==> config.mk <==
export PLATFORM = sky130hd
export DESIGN_NAME = fetch_unit
export DESIGN_NICKNAME = d
export VERILOG_FILES = /design/src/rtl/fetch_unit.sv
export SDC_FILE = /design/constraint.sdc
export NUM_CORES = 1
export LEC_CHECK = 0
export BUFFER_PORTS_ARGS = -buffer_cell sky130_fd_sc_hd__buf_2
export CORE_MARGIN = 8
export CORE_UTILIZATION = 42
export DETAILED_ROUTE_END_ITERATION = 6
export GPL_ROUTABILITY_DRIVEN = 0
export PLACE_DENSITY_LB_ADDON = 0.12
export SYNTH_ARGS = -nofsm -noshare
export SYNTH_HDL_FRONTEND = slang
export SYNTH_SLANG_ARGS = --single-unit
==> constraint.sdc <==
create_clock -name clock -period 2.1 [get_ports clock]
set_clock_uncertainty 0.2 [all_clocks]
set_input_delay 0.42 -clock clock [delete_from_list [all_inputs] [get_ports clock]]
set_output_delay 0.42 -clock clock [all_outputs]
set_load 0.02 [all_outputs]
==> src/rtl/fetch_unit.sv <==
// fetch_unit: instruction-fetch stage feeding the multicycle control FSM.
// Holds the program counter, reads instruction memory at pc, and presents a
// stable registered instruction word plus its 3-bit opcode.
// Optional feature macro: FETCH_BRANCH_EN (honour branch_taken/branch_target).
module fetch_unit #(
  parameter int                 PC_W      = 10,
  parameter int                 INSTR_W   = 9,
  parameter int                 MEM_LAT   = 1,
  parameter logic [INSTR_W-1:0] HALT_WORD = '1
) (
  input  logic               clock,
  input  logic               reset_n,
  input  logic               start,
  input  logic               next_ins,
  input  logic               branch_taken,
  input  logic [PC_W-1:0]    branch_target,
  output logic [PC_W-1:0]    imem_addr,
  input  logic [INSTR_W-1:0] imem_rdata,
  output logic [INSTR_W-1:0] instruction,
  output logic [2:0]         opcode,
  output logic               instr_valid,
  output logic [PC_W-1:0]    pc,
  output logic               done,
  output logic               overrun
);

  typedef enum logic [1:0] {
    IDLE  = 2'd0,
    FETCH = 2'd1,
    HOLD  = 2'd2,
    HALT  = 2'd3
  } state_t;

  // MEM_LAT is at most 3, so a 2-bit countdown covers every legal setting.
  localparam logic [1:0] LAT_INIT = 2'(MEM_LAT);

  state_t             state_r, state_s;
  logic [PC_W-1:0]    pc_r, pc_s;
  logic [1:0]         lat_r, lat_s;
  logic [INSTR_W-1:0] instr_r, instr_s;
  logic               valid_r, valid_s;
  logic               done_r, done_s;
  logic               ovr_r, ovr_s;
  logic [PC_W-1:0]    pc_next_s;

`ifdef FETCH_BRANCH_EN
  // Sequential successor: branch target when taken, otherwise pc+1 (wraps).
  assign pc_next_s = branch_taken ? branch_target : pc_r + PC_W'(1);
`else
  // Branch ports exist for a uniform interface but have no effect here.
  logic unused_branch_s;
  assign unused_branch_s = ^{branch_taken, branch_target};
  assign pc_next_s       = pc_r + PC_W'(1);
`endif

  // Next-state and next-datapath logic; start has priority over everything.
  always_comb begin
    state_s = state_r;
    pc_s    = pc_r;
    lat_s   = lat_r;
    instr_s = instr_r;
    valid_s = valid_r;
    done_s  = done_r;
    ovr_s   = ovr_r;
    if (start) begin
      state_s = FETCH;
      pc_s    = {PC_W{1'b0}};
      lat_s   = LAT_INIT;
      valid_s = 1'b0;
      done_s  = 1'b0;
      ovr_s   = 1'b0;
    end else begin
      case (state_r)
        IDLE: begin
          if (next_ins) begin
            ovr_s = 1'b1;
          end else begin
            ovr_s = ovr_r;
          end
        end
        FETCH: begin
          if (next_ins) begin
            ovr_s = 1'b1;
          end else begin
            ovr_s = ovr_r;
          end
          if (lat_r <= 2'd1) begin
            // Final fetch cycle: capture the word and decide HOLD vs HALT.
            instr_s = imem_rdata;
            valid_s = 1'b1;
            if (imem_rdata == HALT_WORD) begin
              done_s  = 1'b1;
              state_s = HALT;
            end else begin
              state_s = HOLD;
            end
          end else begin
            lat_s = lat_r - 2'd1;
          end
        end
        HOLD: begin
          if (next_ins) begin
            pc_s    = pc_next_s;
            valid_s = 1'b0;
            lat_s   = LAT_INIT;
            state_s = FETCH;
          end else begin
            state_s = HOLD;
          end
        end
        HALT: begin
          state_s = HALT;
        end
        default: begin
          state_s = IDLE;
        end
      endcase
    end
  end

  // State and datapath registers with asynchronous active-low reset.
  always_ff @(posedge clock or negedge reset_n) begin
    if (!reset_n) begin
      state_r <= IDLE;
      pc_r    <= {PC_W{1'b0}};
      lat_r   <= 2'd0;
      instr_r <= {INSTR_W{1'b0}};
      valid_r <= 1'b0;
      done_r  <= 1'b0;
      ovr_r   <= 1'b0;
    end else begin
      state_r <= state_s;
      pc_r    <= pc_s;
      lat_r   <= lat_s;
      instr_r <= instr_s;
      valid_r <= valid_s;
      done_r  <= done_s;
      ovr_r   <= ovr_s;
    end
  end

  assign imem_addr   = pc_r;
  assign pc          = pc_r;
  assign instruction = instr_r;
  assign opcode      = instr_r[INSTR_W-1 -: 3];
  assign instr_valid = valid_r;
  assign done        = done_r;
  assign overrun     = ovr_r;

endmodule

==> impl_results.md, run 1 <==
* Status: finished, final reports clean
* FF-to-FF End: instruction[3]
* Commonest cells post-synth: dfrtp_1 (26), nor2_1 (14), buf_4 (13)
* Starting DRT DRC Count at 46
* Port Buf Inserts at 47
* Share of layout cells above drive strength 1 at 0.382
* Synth top area cells: dfrtp_1 (48%), mux2_2 (7.5%), buf_4 (7.2%)
* Clk root buf: clkbuf_4
* CP max stage cell: dfrtp_1
* Clock slew seen by the registers of the worst setup and hold paths at about 0.15 ns
* First-pass GRT wire length at 4.55 mm
* Avg Cell Area, Syn at just over 10 um^2
* Hold Crit Depth at 2
* Drt first pass iters at 4
* Largest net degree at the start of global routing at 27
* Final worst-path cycle share at 0.916
* Hpwl dp at ~2.2 mm
* Synth Cell Area at ~0.0014 mm^2
* Drt wl/cell at roughly 13 um
* Minimum hold slack at between 0.1 and 0.15 ns
* GRT overflow at 0
* FF-to-FF setup slack at ~0.18 ns
* Largest area contributor in the netlist: dfrtp_1
* H-tree depth at 1
* DRC errors left at 0
* Final net count at 200
* Io pins at a little under 60
* Die width at 72.7 um
* Yosys reg bits at 26
* Fin. Hold Viols at 0
* Arrival time at the worst endpoint at ~1.9 ns
* Initial antenna violation count at 0
* Rows at 20
* Post-CTS Setup Bufs at 0
* Skew-Pair Late Insertion Delay at ~0.33 ns
* Cell Chain, Critical Path: inv_1 > ha_1 > nand2b_1 > nand2_1 > or2_2 > mux2_2
* Total length of routed wires at 2.83 mm
* Final setup fails at 0
* Mapped Nets at between 150 and 200
* Via count at about 1,100
* Unique cell type count in the Yosys netlist at 32
* CP delay by family, top: simple AND/OR/NAND/NOR gates
* Final Instance Area at around 0.0016 mm^2
* Clk sinks at 26
* RSZ-0062 raised after global routing: no
* Detail Route Antenna Nets at 0
* Ys async rst share at 1.00
* Worst Setup End Kind: flop
* Slew margin rel. at 0.615
* Slew Limit Fails at 0
* Min-delay src: imem_rdata[1]
* Num CTS Buffers at 3
* Post-synth EDFFs at 0
* Pwr dens at 1040 mW/mm^2
* Starting Density at 0.442
* Reg2reg start: lat_r[1]
* Peak Freq at just over 0.5 GHz
* Hold Path End: instruction[1]
* Worst-Margin Slew at 0.578 ns
* Buf/Inv on CP at 1
* CTS resizes at 0
* Max-Cap Viols at 0
* CP Class: flop to flop
* WP depth at 6
* Count leader, synth: dfrtp_1
* GRT Total Usage at 0.106
* VDD IR max at 0.386 mV
* Crit-path max cell delay at about 0.43 ns
* YS warnings at 0
* Total placed instance area at about 0.0015 mm^2
* P&R area growth vs syn at 19.3%
* WP data required at between 2 and 2.5 ns
* ANT cells at 0
* Sequential area share after synthesis at 0.482
* CTS tree: done
* Setup TNS at 0 ns
* Synth Flop Type: dfrtp_1
* Die height at 72.7 um
* R2R depth at 6
* Syn Inst Count at roughly 130
* Post-DR vias/cell at 4.94
* Core box area at approximately 0.0031 mm^2
* Worst hold path class: input pin to flop
* Leak at 0.792 nW
* Worst Setup Start Kind: flop
* Die area at around 0.0053 mm^2
* Fin crit period at ~1.9 ns
* Clock Path Buffers at 2
* Crit Path Max Fanout at 10
* Synth top area share at 0.482
* Number of global-route vias before repair at 1,042
* CTS Hold Bufs at 1
[cells in the final DEF, fill, tap and decap left out, types with 3 or more instances in the layout]
cell type	n
a21oi_1	7
buf_2	47
buf_4	3
clkbuf_4	3
dfrtp_1	26
ha_1	5
inv_1	6
mux2_2	9
nand2_1	9
nand3_1	4
nor2_1	14
nor3_1	4
nor4b_1	3
xnor2_1	5
xor2_1	3
[metal layers]
layer	wire length, um	track usage	part of all wire	vias up
li1	-	-	-	519
met1	1190	0.110	0.42	514
met2	1450	0.194	0.51	22
met3	167	0.0261	0.059	2
met4	15	0.0467	0.0053	0
met5	0	0	0	-
[state kept, by name, indices dropped and copies added, names as in the netlist]
signal / cells
imem_addr: 10
instruction: 9
lat_r: 2
state_r: 2
done: 1
instr_valid: 1
overrun: 1
[kinds of logic (layout without fill, tap and decap cells)]
logic type	count (synthesis)	count (layout)	share of synthesized area
and+or+nand+nor	46	46	0.171
buffers and inverters	23	61	0.102
adders and majority gates	5	5	0.0463
xor gates and xnor gates	8	8	0.0519
muxes	9	9	0.0751
AOI/OAI and AO/OA	15	15	0.0714
DFF	26	26	0.482
[worst max-delay path by stage]
stage | start | to | slack [ns]
finish | lat_r[1] | instruction[3] | 0.18
detailed placement | state_r[1] | instruction[3] | 0.22
floorplan | state_r[0] | imem_addr[9] | 0.14
global route | lat_r[1] | instruction[3] | 0.06
CTS | lat_r[1] | instruction[3] | 0.19
global placement | state_r[1] | instruction[2] | 0.23
[worst register-to-register path, cell delays in order, from the launching register on]
cell	delay, ns
dfrtp_1	0.43
inv_1	0.08
ha_1	0.19
nand2b_1	0.15
nand2_1	0.07
or2_2	0.39
mux2_2	0.31
[report_power, final]
group	internal, W	leakage (nW)	switching [W]
sequential	0.000614	0.329	0.0000716
combinational	0.000261	0.434	0.000381
clock	0.000193	0.0279	0.000152
[metrics by stage]
step	setup slack [ns]	total power, W	util	cells
floorplan	0.136	0.00117	-	132
global placement	0.230	0.00134	0.507	209
detailed placement	0.215	0.00135	0.507	209
CTS	0.188	0.00169	0.527	214
global route	0.0637	0.00177	0.527	214
finish	0.177	0.00167	0.527	214
[cell type report]
type	count	area (um^2)
repair buffers	51	268
inverters	6	22.5
fillers	302	1440
clock inverters	1	30.0
multi-input cells	83	562
flip-flops and latches	26	651
well taps	44	55.1
clock buffers	3	22.5
Note: power is estimated with default switching activity, not from simulation.
==> inputs of run 2 (changes only) <==
--- a/config.mk
+++ b/config.mk
@@ -7,7 +7,7 @@
 export LEC_CHECK = 0
 export BUFFER_PORTS_ARGS = -buffer_cell sky130_fd_sc_hd__buf_2
 export CORE_MARGIN = 8
-export CORE_UTILIZATION = 42
+export CORE_UTILIZATION = 45
 export DETAILED_ROUTE_END_ITERATION = 6
 export GPL_ROUTABILITY_DRIVEN = 0
 export PLACE_DENSITY_LB_ADDON = 0.12
==> constraint.sdc (replaced) <==
create_clock -name clock -period 2.4 [get_ports clock]
set_clock_uncertainty 0.2 [all_clocks]
set_input_delay 0.48 -clock clock [delete_from_list [all_inputs] [get_ports clock]]
set_output_delay 0.48 -clock clock [all_outputs]
set_load 0.02 [all_outputs]
==> run 2 against run 1 <==
Net effect:
- cell count shrank 5.6%
- register-to-register slack better by 0.30 ns
- hold slack better by 0.057 ns
- total power fell by 19%
- first-iteration DRC count down 37%
- clock power fell by 47%
- non-clock buffer count did not move
- maximum frequency about the same
- design area down 2.7%
- critical path depth is the same
- routed wire length decreased by 1.8%
- critical path type unchanged
- critical endpoint is now imem_addr[9]
==> impl_results.md, run 2 (synthesis results as in run 1) <==
* Drt wl/cell at 13.8 um (+4.0%)
* Arrival time at the worst endpoint at 1.98 ns (+0.04 ns)
* Io pins at 59 (unchanged)
* Clock Path Buffers at 2 (unchanged)
* Leak at 0.777 nW (-1.8%)
* Post-CTS Setup Bufs at 0 (unchanged)
* Worst hold path class: input pin to flop
* Worst-Margin Slew at 0.582 ns (+0.00379 ns)
* Int Pwr at 0.000824 W (-23%)
* Worst Setup End Kind: flop
* Max-Cap Viols at 0 (unchanged)
* Fin crit period at 1.92 ns (+0.00110 ns)
* Setup TNS at 0 ns (unchanged)
* Number of fill cells at 281 (-7.0%)
* Commonest non-fill, non-tap cells in the layout: buf_2 (47), dfrtp_1 (26), nor2_1 (14), nand2_1 (9), mux2_2 (9)
* Fin. Hold Viols at 0 (unchanged)
* Worst Setup Start Kind: flop
* Rows at 20 (unchanged)
* Final setup fails at 0 (unchanged)
* Final worst-path cycle share at 0.802 (-0.114)
* Detail Route Antenna Nets at 0 (unchanged)
* CTS Hold Bufs at 1 (unchanged)
* Die height at 70.8 um (-2.6%)
* Clk sinks at 26 (unchanged)
* Number of global-route vias before repair at 1,055 (+1.2%)
* Clock slew seen by the registers of the worst setup and hold paths at 0.13 ns (-0.02 ns)
* Buf/Inv on CP at 1 (unchanged)
* GRT Total Usage at 0.114 (+0.00822)
* Switching part of the total at 0.388 (+0.0263)
* CTS resizes at 0 (unchanged)
* Initial antenna violation count at 0 (unchanged)
* Placed Instances at 198 (-5.3%)
* Total length of routed wires at 2.78 mm (-1.8%)
* Comb pwr share at 0.420 (+0.036)
* GRT overflow at 0 (unchanged)
* Starting DRT DRC Count at 29 (-37%)
* Crit-path max cell delay at 0.47 ns (+0.04 ns)
* Drt first pass iters at 4 (unchanged)
* Slew margin rel. at 0.612 (-0.00253)
* Final net count at 200 (unchanged)
* WP data required at 2.45 ns (+0.33 ns)
* Post-DR vias/cell at 5.17 (+4.7%)
* P&R area growth vs syn at 16.0%
* Skew-Pair Late Insertion Delay at 0.31 ns (-0.02 ns)
* First-pass GRT wire length at 4.79 mm (+5.1%)
* Hpwl dp at 2.16 mm (-3.3%)
* Status: finished, final reports clean
* CP Class: flop to flop
* Die area at 0.00501 mm^2 (-5.2%)
* Psw at 0.000523 W (-14%)
* Minimum hold slack at 0.199 ns (+0.0569 ns)
* Port Buf Inserts at 47 (unchanged)
* Via count at 1,045 (-1.1%)
* Final Instance Count excl. Fillers at 202 (-5.6%)
* Post-layout util at 0.531 (+0.00305)
* Slew Limit Fails at 0 (unchanged)
* Clock power share at 0.136 (-0.070)
* Reg power frac at 0.444 (+0.034)
* Share of layout cells above drive strength 1 at 0.379 (-0.00365)
* H-tree depth at 1 (unchanged)
* CP max stage cell: or4_1
* VDD IR max at 0.373 mV (-3.5%)
* Core box area at 0.00295 mm^2 (-3.3%)
* CTS tree: done
* Crit Path Max Fanout at 4 (-6)
* Starting Density at 0.457 (+0.0150)
* CP delay by family, top: simple AND/OR/NAND/NOR gates
* Pwr dens at 860 mW/mm^2 (-17%)
* Clk root buf: clkbuf_4
* Num CTS Buffers at 3 (unchanged)
* Most common cell after layout, fill and taps aside: buf_2
* Die width at 70.8 um (-2.6%)
* RSZ-0062 raised after global routing: no
* DRC errors left at 0 (unchanged)
* Peak Freq at 0.520 GHz (about the same)
* Largest net degree at the start of global routing at 27 (unchanged)
* ANT cells at 0 (unchanged)
* Cell Chain, Critical Path: inv_1 > ha_1 > a21oi_2 > or2_1 > or4_1 > a21oi_1
* Max reg flops at 10 (unchanged)
-- run 2: final timing paths --
kind	endpoint	slack, ns	from	depth (start not counted)
worst max-delay path	imem_addr[9]	0.48	state_r[0]	6
worst min-delay path	instruction[8]	0.20	imem_rdata[8]	2
worst max register to register	imem_addr[9]	0.48	state_r[0]	6
worst min register to register	instruction[2]	0.32	instruction[2]	1
max in group asynchronous	imem_addr[7]	1.13	reset_n	2
min in group asynchronous	imem_addr[6]	0.49	reset_n	2
-- run 2: cell type report --
cell class                      instances  area (um^2)  share of cell area
Tap cell                               33         41.3              0.0264
Clock buffer                            3         22.5              0.0144
Inverter                                6         22.5              0.0144
Multi-Input combinational cell         83          562               0.359
Timing Repair Buffer                   51          268               0.171
Sequential cell                        26          651               0.415
-- run 2: through the flow --
step | power [W] | setup slack, ns | area, um^2
global route | 0.00144 | 0.334 | 1570
detailed placement | 0.00118 | 0.460 | 1530
CTS | 0.00137 | 0.477 | 1570
finish | 0.00135 | 0.476 | 1570
floorplan | 0.00102 | 0.436 | 1350
global placement | 0.00116 | 0.493 | 1530
-- run 2: power groups by stage --
stage | clock network, W | logic, W | registers, W
2_1_floorplan | 0 | 0.000305 | 0.000718
3_3_place_gp | 0 | 0.000563 | 0.000601
3_5_place_dp | 0 | 0.000573 | 0.000608
4_1_cts | 0.000194 | 0.000576 | 0.000598
5_1_grt | 0.000207 | 0.000621 | 0.000613
6_report | 0.000183 | 0.000566 | 0.000598
-- run 2: routing by layer --
layer  share of wire  wire, um  vias up  GRT usage
met1            0.45      1240      498      0.131
met4          0.0058        16        0     0.0346
met3           0.080       221        4     0.0395
met5               0         0        -          0
li1                -         -      512          -
met2            0.47      1300       31      0.194
